## src/rtl/memory_port_arbiter.sv

```systemverilog
// ============================================================================
// Module   : memory_port_arbiter
// Brief    : Core / DMA arbiter for the backend data port, with bounded DMA wait
// Revision : 1.0 - initial release
// ============================================================================
`default_nettype none

module memory_port_arbiter #(
  parameter int STARVE_LIMIT = 4
) (
  input  logic        clock,
  input  logic        reset,
  input  logic        coreReq,
  input  logic        coreWrite,
  input  logic [29:0] coreAddress,
  input  logic [31:0] coreDataIn,
  output logic        coreAck,
  output logic [31:0] coreDataOut,
  input  logic        dmaReq,
  input  logic        dmaWrite,
  input  logic [29:0] dmaAddress,
  input  logic [31:0] dmaDataIn,
  output logic        dmaAck,
  output logic [31:0] dmaDataOut,
  output logic [29:0] backendAddress,
  output logic [31:0] backendDataIn,
  output logic        backendWriteEnable,
  input  logic [31:0] backendDataOut,
  output logic        arbiterBusy
);

  localparam logic [3:0] c_starve_limit = 4'(STARVE_LIMIT);

  typedef enum logic [1:0] {
    IDLE    = 2'd0,
    ISSUE   = 2'd1,
    CAPTURE = 2'd2
  } state_t;

  state_t      r_state;
  logic        r_owner_dma;
  logic        r_write;
  logic        r_we;
  logic        r_core_ack;
  logic        r_dma_ack;
  logic [29:0] r_addr;
  logic [31:0] r_wdata;
  logic [31:0] r_core_data;
  logic [31:0] r_dma_data;
  logic [3:0]  r_starve_count;

  logic        w_grant_dma;

  // Core wins ties until it has starved a waiting DMA for STARVE_LIMIT grants.
  assign w_grant_dma = dmaReq && (!coreReq || (r_starve_count >= c_starve_limit));

  always_ff @(posedge clock or posedge reset) begin
    if (reset) begin
      r_state        <= IDLE;
      r_owner_dma    <= 1'b0;
      r_write        <= 1'b0;
      r_we           <= 1'b0;
      r_core_ack     <= 1'b0;
      r_dma_ack      <= 1'b0;
      r_addr         <= '0;
      r_wdata        <= '0;
      r_core_data    <= '0;
      r_dma_data     <= '0;
      r_starve_count <= '0;
    end else begin
      case (r_state)
        IDLE: begin
          if (coreReq || dmaReq) begin
            r_state     <= ISSUE;
            r_owner_dma <= w_grant_dma;
            r_write     <= w_grant_dma ? dmaWrite    : coreWrite;
            r_we        <= w_grant_dma ? dmaWrite    : coreWrite;
            r_addr      <= w_grant_dma ? dmaAddress  : coreAddress;
            r_wdata     <= w_grant_dma ? dmaDataIn   : coreDataIn;
            if (w_grant_dma || !dmaReq)
              r_starve_count <= '0;
            else if (r_starve_count != 4'hF)
              r_starve_count <= r_starve_count + 4'd1;
          end
        end
        ISSUE: begin
          r_state    <= CAPTURE;
          r_we       <= 1'b0;
          r_core_ack <= !r_owner_dma;
          r_dma_ack  <= r_owner_dma;
        end
        CAPTURE: begin
          r_state    <= IDLE;
          r_core_ack <= 1'b0;
          r_dma_ack  <= 1'b0;
          if (!r_write) begin
            if (r_owner_dma)
              r_dma_data <= backendDataOut;
            else
              r_core_data <= backendDataOut;
          end
        end
        default: r_state <= IDLE;
      endcase
    end
  end

  assign backendAddress     = r_addr;
  assign backendDataIn      = r_wdata;
  assign backendWriteEnable = r_we;
  assign arbiterBusy        = (r_state != IDLE);
  assign coreAck            = r_core_ack;
  assign dmaAck             = r_dma_ack;

  // Read data is forwarded live during CAPTURE, then held from the register.
  assign coreDataOut = (r_core_ack && !r_write) ? backendDataOut : r_core_data;
  assign dmaDataOut  = (r_dma_ack  && !r_write) ? backendDataOut : r_dma_data;

endmodule

`default_nettype wire

```

## config.mk

```make
export PLATFORM = sky130hd
export DESIGN_NAME = memory_port_arbiter
export DESIGN_NICKNAME = d
export VERILOG_FILES = /design/src/rtl/memory_port_arbiter.sv
export SDC_FILE = /design/constraint.sdc
export NUM_CORES = 1
export LEC_CHECK = 0
export ABC_AREA = 1
export BUFFER_PORTS_ARGS = -buffer_cell sky130_fd_sc_hd__buf_4
export CAP_MARGIN = 20
export CORE_MARGIN = 3
export CORE_UTILIZATION = 40
export CTS_BUF_LIST = sky130_fd_sc_hd__clkbuf_8
export CTS_CLUSTER_SIZE = 10
export DETAILED_ROUTE_END_ITERATION = 8
export PLACE_DENSITY = 0.75
export SYNTH_ARGS = -nofsm -noshare
export SYNTH_HDL_FRONTEND = slang
export SYNTH_SLANG_ARGS = --single-unit
```

## constraint.sdc

```tcl
create_clock -name clock -period 3.9 [get_ports clock]
set_input_delay 0.39 -clock clock [delete_from_list [all_inputs] [get_ports clock]]
set_output_delay 0.39 -clock clock [all_outputs]
set_load 0.05 [all_outputs]
```

Yosys cells after proc, flatten, opt, wreduce, memory -nomap -nowiden
Cells that the tools add are included.

Bits in registers: 137. Input port bits: 162. Logic and storage cells: 52.

Add/sub/neg operators: 1. Magnitude comparators: 1. Equality and inequality tests: 4. Mux-type cells: 13. Bitwise operators: 2. Reductions and logical operators: 20.

Operators with widths (number): two-way mux 32 bit (3); two-way mux 30 bit (1); AND reduction 3 bit (3); two-way mux 4 bit (2); nonzero test 2 bit (4); case mux 1 bit (2 select lines) (3); adder 4 x 1 -> 4 bit, second input constant (1); >= comparator 4 x 3 -> 1 bit, second input constant (1); logical NOT 1 bit (4); inequality test 4 bit, second input constant (1); case mux 2 bit (2 select lines) (1); AND reduction 2 bit (2); logical AND 1 bit (3); logical OR 1 bit (3); == test 2 x 1 -> 1 bit, second input constant (1); == test 2 bit, second input constant (1); logical NOT 2 bit (1); two-way mux 1 bit (2); two-way mux 2 bit (1); inequality test 2 bit, second input constant (1); NOT 1 bit (2).

Longest topological paths before layout
Word-level depth: 6. Gate-level depth with buffers: 9.

Worst setup path after synthesis
No wires, ideal clock.

Path type: reg-to-output. Start point: reg r_core_ack (netlist: coreAck). End point: out coreDataOut[0]. Data arrival time: 2.237 ns. Required time: 3.510 ns. Setup slack: 1.273 ns. Cell stages (with the launch flop): 4. Path through: dfrtp_1 -> nand2_1 -> clkbuf_1 -> o21ai_0.

Cells in the longest elaborated chain, start to end: 2.

RTL lines: from (decl) (line 44) `logic r_core_ack;`; from (signal assigned) (line 89) `r_core_ack <= !r_owner_dma;`; logical AND 1 bit (line 116) `assign coreDataOut = (r_core_ack && !r_write) ? backendDataOut : r_core_data;`; two-way mux 32 bit (line 116); to (decl) (line 18) `output logic [31:0] coreDataOut,`.

Every way passes these cells.

Worst setup path after layout
Start point: reg r_write. End point: out dmaDataOut[6].

Cells in the longest elaborated chain, start to end: 3.

RTL lines: from (decl) (line 42) `logic r_write;`; from (signal assigned) (line 76) `r_write <= w_grant_dma ? dmaWrite : coreWrite;`; logical NOT 1 bit (line 117) `assign dmaDataOut = (r_dma_ack && !r_write) ? backendDataOut : r_dma_data;`; logical AND 1 bit (line 117); two-way mux 32 bit (line 117); to (decl) (line 24) `output logic [31:0] dmaDataOut,`.

Every way passes these cells.

==> impl_metrics.json <==
{
  "wire_per_inst_um": 14.1,
  "syn_inst": 914,
  "die_h_um": 136,
  "start_kind": "register",
  "post-route-util_pct": 58.0,
  "clkTransAtPathRegs_ns": 0.08,
  "wl_met2_um": 9540,
  "cts-root-buf": "clkbuf_8",
  "die_w_um": 136,
  "grt_pass1_wl_um": 30900,
  "crit_required_ns": 3.51,
  "postLayoutCellArea_um2": 9380,
  "io_pins": 292,
  "power_mw": 9.63,
  "drc_errors": 0,
  "synth-seq-area-share_pct": 51.1,
  "grt_max_degree": 138,
  "ir_drop_uv": 646,
  "fin_crit_ns": 2.72,
  "tns_ns": 0,
  "yosysUniqueCellTypes": 18,
  "worstPathArrival_ns": 2.32,
  "clk_latency_ns": 0.43,
  "nFillCells": 1581,
  "leakagePower_nw": 5.29,
  "syn_to_final_growth_pct": 39.8,
  "rsz0062_at_grt": "false",
  "grt.total_usage_pct": 21.1,
  "clock_skew_ns": 0.0106,
  "placedCellCount": 1369,
  "grt_pass1_vias": 6146,
  "placed_area_um2": 8980,
  "slew_viol_final": 0,
  "multi_input_area_um2": 2870,
  "drtAntennaViolNets": 0,
  "fin_cells": 1401,
  "hold_slack_ns": 0.166,
  "vias": 6724,
  "postCtsSetupRepairBufs": 0,
  "layout-drive-gt1-share_pct": 28.5,
  "setup-violations-final": 0,
  "place_ws_ns": 1.66,
  "layout_setup_ws_ns": 1.19,
  "outcome": "completed",
  "min_path_type": "primary input to async pin",
  "gp_congestion": 0.801,
  "syn_area_per_cell_um2": 7.35,
  "ys_warn_count": 0,
  "dp_hpwl_um": 13400,
  "crit_path_max_fanout": 64,
  "final_nets": 1341,
  "wirelength_um": 19700,
  "port_buffers": 291,
  "die_area_um2": 18400,
  "drtIter0Drc": 357,
  "layout_common_cells": "453 x nand2_1, 295 x buf_4, 137 x dfrtp_1, 128 x o21ai_0, 65 x nand3_1",
  "netlist_area_um2": 6710,
  "powerDensity_nw_per_um2": 1030,
  "start_util_pct": 41.5,
  "period_share_pct": 69.6,
  "cts_tree": "done",
  "maxCapViolCount": 0,
  "final_common_cell": "nand2_1",
  "cts_made_buffers": 17,
  "fmax_ghz": 0.368,
  "cts_resized": 0,
  "hold_buffers": 0,
  "antenna_found_initial": 0,
  "grt-ovfl-total": 0,
  "via_per_inst": 4.80,
  "hold_viol": 0,
  "num_antenna_cells": 0,
  "dr.pass1.iters": 5,
  "row_count": 46,
  "top_layer_used": "met4",
  "cts_buffer_depth": 2,
  "wl_met1_um": 8350,
  "synth-seq-cells": 137,
  "worst_pin_slew_ns": 1.01,
  "htreeDepth": 4,
  "relSlewSlack_pct": 32.7,
  "path_class": "register to output port",
  "crit_path_end_kind": "output port",
  "seq_area_um2": 3430,
  "wl_met3_um": 1650,
  "synth_nets": 1081,
  "coreArea_um2": 16200,
  "clock-sinks": 137
}
==> state kept, by name, summed over array words and instances (netlist names), 2 cells and up <==
register	cells
backendDataIn	32
r_core_data	32
backendAddress	30
r_dma_data	32
r_state	2
r_starve_count	4
==> area by class of cell <==
| class | instances | area share (%) |
|---|---|---|
| flip-flops and latches | 137 | 36.5 |
| multi-input cells | 673 | 30.6 |
| repair buffers | 298 | 24.3 |
| well taps | 216 | 2.88 |
| clock buffers | 18 | 2.64 |
| inverters | 47 | 1.92 |
| clock inverters | 12 | 1.11 |
==> cells by family after synthesis <==
| logic type | Yosys count | synth area share, % |
|---|---|---|
| AOI/OAI and AO/OA | 139 | 10.5 |
| adders and majority gates | 5 | 0.932 |
| buffers and inverters | 104 | 6.50 |
| DFF | 137 | 51.1 |
| and+or+nand+nor | 529 | 31.0 |
==> critical path, cell delays in order (launching register included) <==
cell and delay [ns]:
dfrtp_1 0.37, inv_2 0.11, nand2_2 0.57, o21ai_0 0.56
buf_4 0.28
==> power by group <==
group	internal, mW	total (mW)	switching, mW
Clock	0.510	1.06	0.546
Combinational	1.70	6.09	4.40
Sequential	2.11	2.48	0.373
==> worst paths after layout <==
| kind | startpoint | to | slack (ns) | cells past startpoint |
|---|---|---|---|---|
| max reg2reg | r_state[1] | backendDataIn[28] | 1.71 | 7 |
| max in group asynchronous | reset | backendDataIn[10] | 3.20 | 3 |
| min reg2reg | backendDataIn[4] | backendDataIn[4] | 0.48 | 2 |
| min in group clock | coreDataIn[17] | backendDataIn[17] | 0.23 | 5 |
| min | reset | backendDataIn[2] | 0.17 | 3 |
| max | r_write | dmaDataOut[6] | 1.19 | 4 |
==> routing by layer <==
metal,vias to the layer above,global-route usage (%)
met5,-,0
met4,0,4.98
met3,12,7.17
met2,244,34.6
met1,3076,27.2
li1,3392,-
==> cells in the mapped netlist <==
master      n  area [µm²]
buf_2      16        80.1
buf_4       7        52.6
clkbuf_1   34         128
dfrtp_1   137        3430
ha_1        5        62.6
inv_1      44         165
inv_2       3        11.3
nand2_1   455        1710
nand2_2     1        6.26
nand2_4     1        11.3
nand3_1    67         335
nor2_1      4        15.0
o211ai_1    1        7.51
o21ai_0   128         641
o21ai_1     7        35.0
o21ai_2     1        8.76
o22ai_1     2        12.5
or2_1       1        6.26
Power figures use the tool's default switching activity.
